==> src/rtl/capture_sequencer.sv <==
// Capture buffer sequencer (arm, prefill, armed, postfill, done, readout); read_valid trails read_addr by one cycle.
// No backpressure: the readout streams without stalling. CAPTURE_TRIGGER_EDGE_EN selects edge over level triggering.
module capture_sequencer #(
  parameter int MEMORY_SIZE  = 16,
  parameter int ADDR_WIDTH   = 4,
  parameter int USER_HOLDOFF = 4
) (
  input  logic                  clk,
  input  logic                  reset,
  input  logic                  arm,
  input  logic                  trigger,
  input  logic                  rd_req,
  output logic                  write_enable,
  output logic [ADDR_WIDTH-1:0] write_addr,
  output logic [ADDR_WIDTH-1:0] read_addr,
  output logic                  read_valid,
  output logic                  read_last,
  output logic [ADDR_WIDTH-1:0] trigger_addr,
  output logic                  capture_done,
  output logic                  busy
);

  localparam int CNT_W     = ADDR_WIDTH + 1;
  localparam int PRE_DEPTH = MEMORY_SIZE - USER_HOLDOFF - 1;
  localparam logic [CNT_W-1:0] PRE_LAST  = CNT_W'(PRE_DEPTH - 1);
  localparam logic [CNT_W-1:0] POST_LAST = CNT_W'(USER_HOLDOFF - 1);
  localparam logic [CNT_W-1:0] RD_LAST   = CNT_W'(MEMORY_SIZE - 1);
  localparam logic [CNT_W-1:0] RD_END    = CNT_W'(MEMORY_SIZE);

  typedef enum logic [2:0] {
    S_IDLE, S_PREFILL, S_ARMED, S_POSTFILL, S_DONE, S_READOUT
  } state_t;

  state_t                state_q, state_d;
  logic [ADDR_WIDTH-1:0] wr_ptr_q, wr_ptr_d;
  logic [ADDR_WIDTH-1:0] rd_ptr_q, rd_ptr_d;
  logic [ADDR_WIDTH-1:0] trig_addr_q, trig_addr_d;
  logic [CNT_W-1:0]      cnt_q, cnt_d;
  logic                  read_valid_q, read_valid_d;
  logic                  read_last_q, read_last_d;
  logic                  trig_fire;

`ifdef CAPTURE_TRIGGER_EDGE_EN
  logic trig_prev_q, trig_prev_d;

  always_comb begin
    trig_prev_d = trigger;
  end

  always_ff @(posedge clk) begin
    if (reset) trig_prev_q <= 1'b0;
    else       trig_prev_q <= trig_prev_d;
  end

  assign trig_fire = trigger & ~trig_prev_q;
`else
  assign trig_fire = trigger;
`endif

  always_comb begin
    state_d      = state_q;
    wr_ptr_d     = wr_ptr_q;
    rd_ptr_d     = rd_ptr_q;
    trig_addr_d  = trig_addr_q;
    cnt_d        = cnt_q;
    read_valid_d = 1'b0;
    read_last_d  = 1'b0;
    write_enable = 1'b0;
    case (state_q)
      S_IDLE: begin
        wr_ptr_d = '0;
        cnt_d    = '0;
        if (arm) state_d = S_PREFILL;
      end
      S_PREFILL: begin
        write_enable = 1'b1;
        wr_ptr_d     = wr_ptr_q + 1'b1;
        cnt_d        = cnt_q + 1'b1;
        if (cnt_q == PRE_LAST) begin
          state_d = S_ARMED;
          cnt_d   = '0;
        end
      end
      S_ARMED: begin
        write_enable = 1'b1;
        wr_ptr_d     = wr_ptr_q + 1'b1;
        if (trig_fire) begin
          trig_addr_d = wr_ptr_q;
          cnt_d       = '0;
          state_d     = S_POSTFILL;
        end
      end
      S_POSTFILL: begin
        write_enable = 1'b1;
        wr_ptr_d     = wr_ptr_q + 1'b1;
        cnt_d        = cnt_q + 1'b1;
        if (cnt_q == POST_LAST) begin
          state_d = S_DONE;
          cnt_d   = '0;
        end
      end
      S_DONE: begin
        // the next write location is the oldest surviving sample
        if (rd_req) begin
          rd_ptr_d = wr_ptr_q;
          cnt_d    = '0;
          state_d  = S_READOUT;
        end
      end
      S_READOUT: begin
        cnt_d = cnt_q + 1'b1;
        if (cnt_q != RD_END) begin
          rd_ptr_d     = rd_ptr_q + 1'b1;
          read_valid_d = 1'b1;
          read_last_d  = (cnt_q == RD_LAST);
        end else begin
          cnt_d   = '0;
          state_d = S_IDLE;
        end
      end
      default: state_d = S_IDLE;
    endcase
  end

  always_ff @(posedge clk) begin
    if (reset) begin
      state_q      <= S_IDLE;
      wr_ptr_q     <= '0;
      rd_ptr_q     <= '0;
      trig_addr_q  <= '0;
      cnt_q        <= '0;
      read_valid_q <= 1'b0;
      read_last_q  <= 1'b0;
    end else begin
      state_q      <= state_d;
      wr_ptr_q     <= wr_ptr_d;
      rd_ptr_q     <= rd_ptr_d;
      trig_addr_q  <= trig_addr_d;
      cnt_q        <= cnt_d;
      read_valid_q <= read_valid_d;
      read_last_q  <= read_last_d;
    end
  end

  assign write_addr   = wr_ptr_q;
  assign read_addr    = rd_ptr_q;
  assign read_valid   = read_valid_q;
  assign read_last    = read_last_q;
  assign trigger_addr = trig_addr_q;
  assign capture_done = (state_q == S_DONE);
  assign busy         = (state_q != S_IDLE);

endmodule

==> config.mk <==
export PLATFORM = sky130hd
export DESIGN_NAME = capture_sequencer
export DESIGN_NICKNAME = d
export VERILOG_FILES = /design/src/rtl/capture_sequencer.sv
export SDC_FILE = /design/constraint.sdc
export NUM_CORES = 1
export LEC_CHECK = 0
export ABC_AREA = 0
export CORE_MARGIN = 2
export CORE_UTILIZATION = 48
export CTS_BUF_LIST = sky130_fd_sc_hd__clkbuf_4 sky130_fd_sc_hd__clkbuf_8
export DETAILED_ROUTE_END_ITERATION = 12
export PLACE_DENSITY = 0.81
export SETUP_SLACK_MARGIN = 0.5
export SYNTH_ARGS = -nofsm -noshare
export SYNTH_HDL_FRONTEND = slang
export SYNTH_SLANG_ARGS = --single-unit
==> constraint.sdc <==
create_clock -name clk -period 1.55 [get_ports clk]
set_input_delay 0.2325 -clock clk [delete_from_list [all_inputs] [get_ports clk]]
set_output_delay 0.2325 -clock clk [all_outputs]
set_load 0.02 [all_outputs]
==> metrics.cfg, run 1 <==
[yosys]
avgSynthCellArea_um2 = 8.37
synth_fa_ha_area_share_pct = 6.45
synth_flop_cell = dfxtp_1
yosysWarnings = 0
syn_inst = 139
synth-edff-count = 0
synth_top_area_share_pct = 37.8
synth-async-reset-ratio_pct = 0
syn_area_um2 = 1160
ys_ff_latch = 22
synth_nets = 150
synth_area_leader_cell = dfxtp_1
synth.area.mux_share_pct = 4.30
synth-xor-area-share_pct = 0.753
yosys-top-cells-area = dfxtp_1 38%, nor2_1 7.1%, ha_1 6.5%, mux2i_1 4.3%, a22oi_1 3.2%
synth-simple-area-share_pct = 25.7
ys_types = 40
synth_top_family_by_area = simple AND/OR/NAND/NOR gates
synth_compound_area_share_pct = 19.4
ys_seq_area_share_pct = 37.8

[run_status]
status = stopped before the end
stop_stage = global routing (5_1_grt)
toolErrorMsg = [ERROR DPL-0033] detailed placement checks failed during check placement.

[sta]
postGrtWorstEndpoint = state_q[1]$_SDFFE_PP0P_/D
endpoint_type = register input

[clock_network]
cts_buffers = 3
htree_levels = 1
clock_path_buffers = 2
ctsRootBufferMaster = clkbuf_4
cts.sinks = 22

[place]
place_area_um2 = 1620
port_buffers = 21
dp.cells = 206
hpwl_mm = 2.38
gp_congestion = 0.884

[global_routing]
antenna_found_initial = 0
grt_max_degree = 14

[die]
fp-row-count = 17
initial_core_util_pct = 51.6
fp.dieW_um = 53.2
io_pins = 22
chipHeight_um = 53.2

==> logic make-up after synthesis <==
group	Yosys count
fa+ha+maj	6
compound gates	33
mux	5
flops	22
simple gates	58
xor+xnor	1
buf+inv	14
==> synth_stat cells, types with 2 or more instances <==
library cell and count:
dfxtp_1 22, nor2_1 22, nand2_1 8, a21oi_1 7, inv_1 7, ha_1 6
nor3_1 6, a22oi_1 5, mux2i_1 5, o21ai_0 5, nand3b_1 4, a31oi_1 3
and3_1 3, clkbuf_1 3, nand2b_1 3, nand3_1 3, o21ai_1 3, a211oi_2 2
==> per-stage QoR <==
step	hold slack, ns	utilization [%]	TNS [ns]	worst slack, ns
CTS	0.514	86.2	-0.382	-0.0963
floorplan	0.320	-	-0.00113	-0.00113
detailed placement	0.499	71.7	-1.14	-0.209
global placement	0.474	71.7	-0.618	-0.134
==> timing repair <==
item                                   in CTS
setup buffers                              16
pin swaps                                  18
setup endpoints to repair                  36
endpoints found under the hold margin       0
gates resized for setup                   132
hold buffers                                0
==> run 2, diff against run 1 <==
- CORE_AREA: unset -> 2 2 63 65
- CORE_MARGIN: 2 -> unset
- CORE_UTILIZATION: 48 -> unset
- CTS_BUF_LIST: sky130_fd_sc_hd__clkbuf_4 sky130_fd_sc_hd__clkbuf_8 -> unset
- DIE_AREA: unset -> 0 0 65 67
- PLACE_DENSITY: 0.81 -> unset
- PLACE_DENSITY_LB_ADDON: unset -> 0.15
- SETUP_SLACK_MARGIN: 0.5 -> unset
- clock period: 1.55 -> 2 ns (I/O delays scaled with it)
==> run 2 against run 1 <==
The run now ends clean; synthesized cell count unchanged; synthesized area unchanged.
==> metrics.cfg, run 2 <==
[run_status]
status = complete, no violations

[pwr]
cellPowerDensity_nw_per_um2 = 630
leakage_nw = 0.583
ir_drop_mv = 0.203

[sta]
setup_viol = 0
slew_headroom_pct = 67.2
hold_violations = 0
fmax_ghz = 0.529
rsz0062_at_grt = true
min_period_ns = 1.89
max_slew.worst_pin.slew_ns = 0.488
fin_crit_sh_pct = 94.5
fin_skew_ns = 0.00563
fin_tns_setup_ns = 0
finalMaxSlewViolations = 0

[setup_path]
cp-end-kind = output pin
crit_path_start_kind = register
cp_data_arrival_time_ns = 1.59
cp.required_ns = 1.70
reg2reg_depth = 7
worst-setup-path-type = register to output pin
critPathMaxFanout = 11

[hold_path]
hp-class = register to register
hold_depth = 2

[global_routing]
antenna_found_initial = 0
overflow = 0
grt_pass1_vias = 1052
grt_first_pass_wirelength_mm = 4.76
grt_max_degree = 14
gr-usage-all-layers_pct = 14.3

[clock_network]
cts_buffers = 3  ; unchanged
htree_levels = 1  ; unchanged
ctsRootBufferMaster = clkbuf_8
hold_buffers = 0  ; unchanged
cts.sinks = 22  ; unchanged
clock_path_buffers = 2  ; unchanged
path_clk_slew_ns = 0.09
clock_latency_ns = 0.27
tritoncts = built

[yosys]
syn_area_um2 = 1160  ; unchanged
synth_top_area_share_pct = 37.8  ; unchanged
yosysWarnings = 0  ; unchanged
yosys-top-cells-area = dfxtp_1 38%, nor2_1 7.1%, ha_1 6.5%, mux2i_1 4.3%, a22oi_1 3.2%
synth_area_leader_cell = dfxtp_1
yosys-top-cells-count = 22 x dfxtp_1, 22 x nor2_1, 8 x nand2_1
avgSynthCellArea_um2 = 8.37  ; unchanged
synth-edff-count = 0  ; unchanged
ys_seq_area_share_pct = 37.8  ; unchanged
synth_nets = 150  ; unchanged
synth-async-reset-ratio_pct = 0  ; unchanged
ys_types = 40  ; unchanged
ys_ff_latch = 22  ; unchanged
synth_flop_cell = dfxtp_1
syn_inst = 139  ; unchanged

[place]
hpwl_mm = 2.10  ; -12%
place_area_um2 = 1450  ; -10%
port_buffers = 21  ; unchanged
gp_congestion = 0.852  ; -3.5%

[layout]
largest_reg_flops = 5
final_common_cell = nor2_1
top_register = cnt_q
fill_cells = 371
antennaDiodeCount = 0
final_cell_mix = 22 x nor2_1, 21 x dfxtp_1, 20 x clkdlybuf4s50_1, 8 x nand2_1
fin_area_um2 = 1530
synthToLayoutAreaGrowth_pct = 31.8
drive_above_1_share_pct = 10.3
nets = 177

[detailed_routing]
vias = 1069
wl_per_cell_um = 13.1
first_pass_iters = 4
dr.first_iter.drc_count = 50
ant_nets = 0
finalWirelength_mm = 2.79
drc = 0
via_per_inst = 5.02

[die]
chipHeight_um = 67  ; +26%
fp.dieArea_um2 = 4360
initial_core_util_pct = 32.3  ; -19 points
core-area_um2 = 3610
fp.dieW_um = 65  ; +22%
fp-row-count = 22  ; +5
io_pins = 22  ; unchanged

[run]
timing.max_cap.violations = 0

## run 2: cell counts after synthesis
No cell type changed its count.
## run 2: area by class of cell
cell class,count,area (um2),share of cell area [%]
clock buffers,3,41.3,2.69
clock inverters,1,30.0,1.96
inverters,8,30.0,1.96
multi-input cells,103,666,43.4
flip-flops and latches,22,442,28.8
well taps,48,60.1,3.92
repair buffers,28,265,17.3
## run 2: path summary, 6_finish.rpt
check | startpoint | to | slack, ns
max | state_q[2] | capture_done | 0.11
min reg2reg | trigger_addr[2] | trigger_addr[2] | 0.51
max reg2reg | cnt_q[0] | read_addr[2] | 0.17
min | trigger_addr[2] | trigger_addr[2] | 0.51
## run 2: worst max-delay path: stages (launching register included)
cell	delay (ns)
dfxtp_2	0.44
nand2b_1	0.15
nor2_1	0.11
clkdlybuf4s50_1	0.61
## run 2: cells by family (layout without fill, tap and decap cells)
| kind of cell | Yosys count | count (layout) | synth area share, % |
|---|---|---|---|
| compound gates | 33 | 33 | 19.4 |
| xor+xnor | 1 | 1 | 0.753 |
| fa+ha+maj | 6 | 6 | 6.45 |
| buf+inv | 14 | 40 | 5.59 |
| flops | 22 | 22 | 37.8 |
| mux | 5 | 5 | 4.30 |
| simple gates | 58 | 58 | 25.7 |
## run 2: metal layers
metal / share of wire [%] / track usage, %
met3: 3.0 / 2.87
met1: 46 / 16.7
met5: 0 / 0
met4: 1.8 / 6.38
met2: 49 / 25.3
## run 2: timing repair
| item | in CTS | in global routing |
|---|---|---|
| endpoints found under the hold margin | 0 | 0 |
| setup endpoints to repair | 1 | 5 |
| pin swaps | 0 | 0 |
| buffers inserted | 0 | 0 |
| gates resized for setup | 1 | 2 |
## run 2: through the flow
step | hold slack, ns | worst slack [ns] | cells | util, % | power (mW)
floorplan | 0.388 | 0.396 | 139 | - | 0.508
global placement | 0.480 | 0.158 | 209 | 40.2 | 0.546
detailed placement | 0.492 | 0.118 | 209 | 40.2 | 0.549
CTS | 0.515 | 0.0839 | 213 | 42.3 | 0.973
global route | 0.554 | -0.0212 | 213 | 42.5 | 1.01
finish | 0.506 | 0.109 | 213 | 42.5 | 0.967
## run 2: report_power, final
part / internal, mW / total, mW / switching (mW) / leakage (nW)
Clock: 0.268 / 0.428 / 0.160 / 0.0357
Sequential: 0.444 / 0.449 / 0.00504 / 0.178
Combinational: 0.0387 / 0.0905 / 0.0518 / 0.369
Total: 0.750 / 0.967 / 0.217 / 0.583
No activity file was read; power rests on OpenSTA's default activity.
